[config.mk]
export PLATFORM = sky130hd
export DESIGN_NAME = cpu_sequencer
export DESIGN_NICKNAME = d
export VERILOG_FILES = /design/src/rtl/cpu_pkg.sv /design/src/rtl/cpu_sequencer.sv
export SDC_FILE = /design/constraint.sdc
export NUM_CORES = 1
export LEC_CHECK = 0
export CORE_AREA = 3 3 40 42
export CTS_BUF_LIST = sky130_fd_sc_hd__clkbuf_16
export DETAILED_ROUTE_END_ITERATION = 12
export DIE_AREA = 0 0 43 45
export GPL_TIMING_DRIVEN = 0
export HOLD_SLACK_MARGIN = 0.1
export PLACE_DENSITY_LB_ADDON = 0.15
export SYNTH_ARGS = -nofsm -noshare
export SYNTH_HDL_FRONTEND = slang
export SYNTH_SLANG_ARGS = --single-unit
[constraint.sdc]
create_clock -name clk -period 1.6 [get_ports clk]
set_clock_uncertainty 0.15 [all_clocks]
set_input_delay 0.16 -clock clk [delete_from_list [all_inputs] [get_ports clk]]
set_output_delay 0.16 -clock clk [all_outputs]
set_load 0.02 [all_outputs]
[src/rtl/cpu_pkg.sv]
// cpu_pkg: values shared by the CPU instruction sequencer, its decoder and
// its benches.
//   - Opcode field encodings (3 bits).
//   - Sequencer state encoding (4 bits). States 0..7 are the normal phases.
//     HALTED sits outside that range.
//   - is_aluop(): true for opcodes that read an operand from memory.
package cpu_pkg;

  localparam logic [2:0] OP_HLT = 3'b000;
  localparam logic [2:0] OP_JMP = 3'b001;
  localparam logic [2:0] OP_ADD = 3'b010;
  localparam logic [2:0] OP_AND = 3'b011;
  localparam logic [2:0] OP_XOR = 3'b100;
  localparam logic [2:0] OP_LDA = 3'b101;
  localparam logic [2:0] OP_STO = 3'b110;
  localparam logic [2:0] OP_SKZ = 3'b111;

  typedef logic [3:0] state_t;

  localparam state_t ST_INST_ADDR  = 4'd0;
  localparam state_t ST_INST_FETCH = 4'd1;
  localparam state_t ST_INST_LOAD  = 4'd2;
  localparam state_t ST_IDLE       = 4'd3;
  localparam state_t ST_OP_ADDR    = 4'd4;
  localparam state_t ST_OP_FETCH   = 4'd5;
  localparam state_t ST_ALU_OP     = 4'd6;
  localparam state_t ST_STORE      = 4'd7;
  localparam state_t ST_HALTED     = 4'd8;

  // These opcodes take their operand from memory.
  function automatic logic is_aluop(input logic [2:0] op);
    return (op == OP_ADD) || (op == OP_AND) || (op == OP_XOR) || (op == OP_LDA);
  endfunction

endpackage

[src/rtl/cpu_sequencer.sv]
// cpu_sequencer: Moore control FSM for a simple accumulator CPU.
//
// Each instruction normally takes eight phases. Memory wait states can
// stretch a phase. HLT parks the FSM in HALTED until a resume request.
//
// Ports
//   clk        in   system clock; the FSM changes state on the rising edge
//   rst_n      in   asynchronous reset, active low
//   opcode[2]  in   opcode field of the instruction register
//   zero       in   flag: accumulator equals zero
//   mem_ready  in   memory read data is valid; low inserts a wait state
//   resume     in   restart request; used only while HALTED
//   sel        out  1 = PC drives the address bus, 0 = operand drives it
//   rd         out  memory read strobe
//   ld_ir      out  load the instruction register
//   inc_pc     out  increment the program counter
//   ld_pc      out  load the program counter (jump)
//   ld_ac      out  load the accumulator
//   wr         out  memory write strobe
//   data_e     out  accumulator drives the data bus
//   halt       out  CPU is halted
//   phase[2]   out  current phase index, for debug
//
// state       | meaning
// ------------+---------------------------------------------------------------
// INST_ADDR   | PC placed on the address bus
// INST_FETCH  | instruction read; stays here while mem_ready is low
// INST_LOAD   | instruction register loads
// IDLE        | instruction register holds; opcode captured into op_q on exit
// OP_ADDR     | PC increments; HLT goes to HALTED from here
// OP_FETCH    | operand read for ALU ops; stays here while mem_ready is low
// ALU_OP      | SKZ skip, JMP load, STO data drive
// STORE       | accumulator load, memory write, or PC load
// HALTED      | parked until resume; phase reads 4
import cpu_pkg::*;

module cpu_sequencer (
  input  logic       clk,
  input  logic       rst_n,
  input  logic [2:0] opcode,
  input  logic       zero,
  input  logic       mem_ready,
  input  logic       resume,
  output logic       sel,
  output logic       rd,
  output logic       ld_ir,
  output logic       inc_pc,
  output logic       ld_pc,
  output logic       ld_ac,
  output logic       wr,
  output logic       data_e,
  output logic       halt,
  output logic [2:0] phase
);

  state_t     state;
  state_t     state_nxt;
  logic [2:0] op_q;
  logic       alu;

  assign alu = is_aluop(op_q);

  // op_q resets to HLT. After reset the FSM reaches OP_ADDR only after a
  // fresh opcode has been captured in IDLE, so this value is never decoded.
  always_ff @(posedge clk or negedge rst_n) begin
    if (!rst_n) begin
      state <= ST_INST_ADDR;
      op_q  <= OP_HLT;
    end else begin
      state <= state_nxt;
      if (state == ST_IDLE) op_q <= opcode;
    end
  end

  always_comb begin
    state_nxt = ST_INST_ADDR;
    case (state)
      ST_INST_ADDR:  state_nxt = ST_INST_FETCH;
      ST_INST_FETCH: state_nxt = mem_ready ? ST_INST_LOAD : ST_INST_FETCH;
      ST_INST_LOAD:  state_nxt = ST_IDLE;
      ST_IDLE:       state_nxt = ST_OP_ADDR;
      ST_OP_ADDR:    state_nxt = (op_q == OP_HLT) ? ST_HALTED : ST_OP_FETCH;
      // Only a real operand read (rd high) waits for memory.
      ST_OP_FETCH:   state_nxt = (alu && !mem_ready) ? ST_OP_FETCH : ST_ALU_OP;
      ST_ALU_OP:     state_nxt = ST_STORE;
      ST_STORE:      state_nxt = ST_INST_ADDR;
      ST_HALTED:     state_nxt = resume ? ST_INST_ADDR : ST_HALTED;
      default:       state_nxt = ST_INST_ADDR;
    endcase
  end

  always_comb begin
    sel    = 1'b0;
    rd     = 1'b0;
    ld_ir  = 1'b0;
    inc_pc = 1'b0;
    ld_pc  = 1'b0;
    ld_ac  = 1'b0;
    wr     = 1'b0;
    data_e = 1'b0;
    halt   = 1'b0;
    phase  = state[2:0];
    case (state)
      ST_INST_ADDR: sel = 1'b1;
      ST_INST_FETCH: begin
        sel = 1'b1;
        rd  = 1'b1;
      end
      ST_INST_LOAD, ST_IDLE: begin
        sel   = 1'b1;
        rd    = 1'b1;
        ld_ir = 1'b1;
      end
      ST_OP_ADDR: begin
        inc_pc = 1'b1;
        halt   = (op_q == OP_HLT);
      end
      ST_OP_FETCH: rd = alu;
      ST_ALU_OP: begin
        rd     = alu;
        inc_pc = (op_q == OP_SKZ) && zero;
        ld_pc  = (op_q == OP_JMP);
        data_e = (op_q == OP_STO);
      end
      ST_STORE: begin
        rd     = alu;
        ld_ac  = alu;
        ld_pc  = (op_q == OP_JMP);
        wr     = (op_q == OP_STO);
        data_e = (op_q == OP_STO);
      end
      ST_HALTED: begin
        halt  = 1'b1;
        phase = 3'd4;
      end
      default: phase = 3'd0;
    endcase
  end

endmodule

==> impl_metrics.yaml <==
outcome:
  status: "complete, but fails checks"
  violations: "setup timing"
clock_network:
  cts_max_level: 1
  cts_inserted_buffers: 3
  clock_latency_ns: 0.22
  root_buffer: "clkbuf_16"
  cts_max_path_buffers: 2
  path_clk_slew_ns: 0.03
  clock_sinks: 7
  cts_tree: "done"
setup_path:
  crit_buf_inv: 1
  critPathKind: "reg2out"
  crit_required_ns: 1.29
  crit_chain: "or2_4 -> or3_4 -> a21oi_2 -> buf_6"
  crit_family: "simple AND/OR/NAND/NOR gates"
  cp-end-kind: "output port"
  arrival_ns: 1.51
  cp_slowest_cell: "dfrtp_2"
  start_kind: "flip-flop"
  worstPathMaxFanout: 4
  cpPeakStageDelay_ns: 0.40
finish:
  final_net_count: 96
  final_common_cell: "buf_4"
  fin_cells: 102
  syn2layout_area_growth_pct: 80.0
  layout-drive-gt1-share: 0.552
  most-common-layout-cells: "buf_4, clkdlybuf4s50_1, nor3_1, dfrtp_1"
  antennaDiodeCount: 0
pwr:
  powerDensity_nw_per_um2: 2240
  p_leak_nw: 0.388
  clock_power_share: 0.201
  peakVddDrop_uv: 1370
  finalPower_mw: 2.02
  p_comb_frac: 0.617
  internal-power_mw: 1.21
  p_sw_mw: 0.806
  seqPwrFrac: 0.182
  swShare: 0.399
yosys:
  synth_top_cell_by_area: "dfrtp_1"
  synth_top_area_share: 0.350
  synth_area_per_cell_sq_um: 9.27
  syn_inst: 54
  yosys-top-cells-area: "dfrtp_1, mux2_2, nor3_1"
  syn-num-nets: 62
  yosysWarnings: 0
  yosysSeqAreaShare: 0.350
  ys_types: 28
  ys_seq_elements: 7
  synth.cell_area_sq_um: 500
die:
  die_area_sq_um: 1940
  die_h_um: 45
  floorplan.initialDensity: 0.389
  core-area_sq_um: 1280
  die_x_um: 43
  io_pins: 20
  fp-row-count: 13
sta:
  fmax_mhz: 549
  max_slew_margin: 0.800
  rsz0062_at_grt: "yes"
  hold_viol: 0
  finalCritPeriodShare: 1.14
  worstMarginPinSlew_ns: 0.299
  finalMaxSlewViolations: 0
  timing.final.ws_setup_ns: -0.220
  period_needed_ns: 1.82
  setup_viol: 4
place:
  dpl.cell_count: 88
  gp_congestion: 0.712
  io_buffers: 19
  hpwl_um: 822
  dp_worst_setup_slack_ns: -0.510
routing:
  drc: 0
  route.vias.total: 503
  routed_wl_um: 1260
  ant_nets: 0
  drt_iter0_drc: 1
  viasPerCell: 4.93
  wl_per_cell_um: 12.3
  dr.pass1.iters: 4
grt:
  grt_pass1_vias: 498
  grt-ovfl-total: 0
  grt_pass1_wl_um: 2060
  grt_usage: 0.144
  grt_max_degree: 9
  antenna_found_initial: 0
job:
  cap_viol_max_count: 0
worst_hold_path:
  min_path_type: "reg2reg"
-- sequential cells by signal, summed over array words and instances, names as in the netlist --
signal / cells
state: 4
op_q: 3
-- power groups by stage --
stage / logic (mW) / clock network, mW / registers [mW]
final: 1.25 / 0.406 / 0.367
after global routing: 1.36 / 0.431 / 0.379
after CTS: 1.08 / 0.414 / 0.357
after detailed placement: 1.02 / 0 / 0.350
after global placement: 1.02 / 0 / 0.347
after floorplan: 0.698 / 0 / 0.330
-- through the flow --
stage	instance area [sq um]	TNS [ns]	hold WS, ns	utilization
after floorplan	513	0	-0.286	-
after global placement	722	-2.32	0.280	0.562
after detailed placement	722	-2.38	0.284	0.562
after CTS	843	-0.350	0.386	0.656
after global routing	901	-0.870	0.402	0.701
final	901	-0.370	0.381	0.701
-- cells by family after synthesis --
kind of cell / after synthesis / synth area share
flip-flops: 7 / 0.350
multiplexers: 3 / 0.0675
AND/OR/NAND/NOR: 26 / 0.325
buffers and inverters: 5 / 0.0650
XOR/XNOR: 3 / 0.0525
AO/OA/AOI/OAI: 10 / 0.140
-- cells in the mapped netlist --
cell,instances
dfrtp_1,7
nor3_1,5
mux2_2,3
nand2_1,3
nor2_1,3
nor2b_1,3
a211oi_1,2
a21oi_1,2
a21oi_2,2
buf_2,2
nand2b_1,2
o21ai_0,2
or2_2,2
xnor2_1,2
a221oi_1,1
and2_1,1
buf_4,1
buf_6,1
inv_1,1
nand2b_4,1
nand4_1,1
nor3_2,1
nor4_1,1
nor4b_1,1
o221ai_1,1
or2_4,1
or3_4,1
xor2_1,1
-- path summary, 6_finish.rpt --
check / from / endpoint / slack, ns / depth (start not counted)
worst min register to register: op_q[1] / op_q[1] / 0.38 / 1
worst max register to register: state[3] / op_q[1] / 0.13 / 3
worst max-delay path: op_q[1] / halt / -0.22 / 4
max in group asynchronous: rst_n / state[3] / 0.46 / 2
worst min-delay path: op_q[1] / op_q[1] / 0.38 / 1
min in group asynchronous: rst_n / op_q[2] / 0.59 / 2
-- what timing repair did --
action	4_1_cts	5_1_grt
gates cloned	1	0
gates resized for setup	54	14
hold endpoints to repair	7	0
endpoints found under the setup margin	12	13
setup buffers	6	4
hold buffers	1	0
pin swaps	6	4
-- per-layer routing --
| metal | GRT usage | up-vias | routed length [um] |
|---|---|---|---|
| met5 | 0 | - | 0 |
| li1 | - | 260 | - |
| met2 | 0.251 | 17 | 647 |
| met3 | 0.0120 | 2 | 74 |
| met1 | 0.170 | 224 | 529 |
| met4 | 0.0904 | 0 | 8 |
-- layout make-up --
cell class / count / area (sq um)
Fill cell: 111 / 384
Clock buffer: 3 / 75.1
Buffer: 2 / 18.8
Multi-Input combinational cell: 42 / 352
Inverter: 1 / 3.75
Timing Repair Buffer: 31 / 250
Sequential cell: 7 / 179
Clock inverter: 1 / 3.75
Tap cell: 15 / 18.8
-- worst reg2reg max path, stage by stage (launching register included) --
cell and delay [ns]:
dfrtp_2 0.42, buf_4 0.15, nor3_2 0.26, mux2_2 0.37
(Power assumes the default switching activity.)
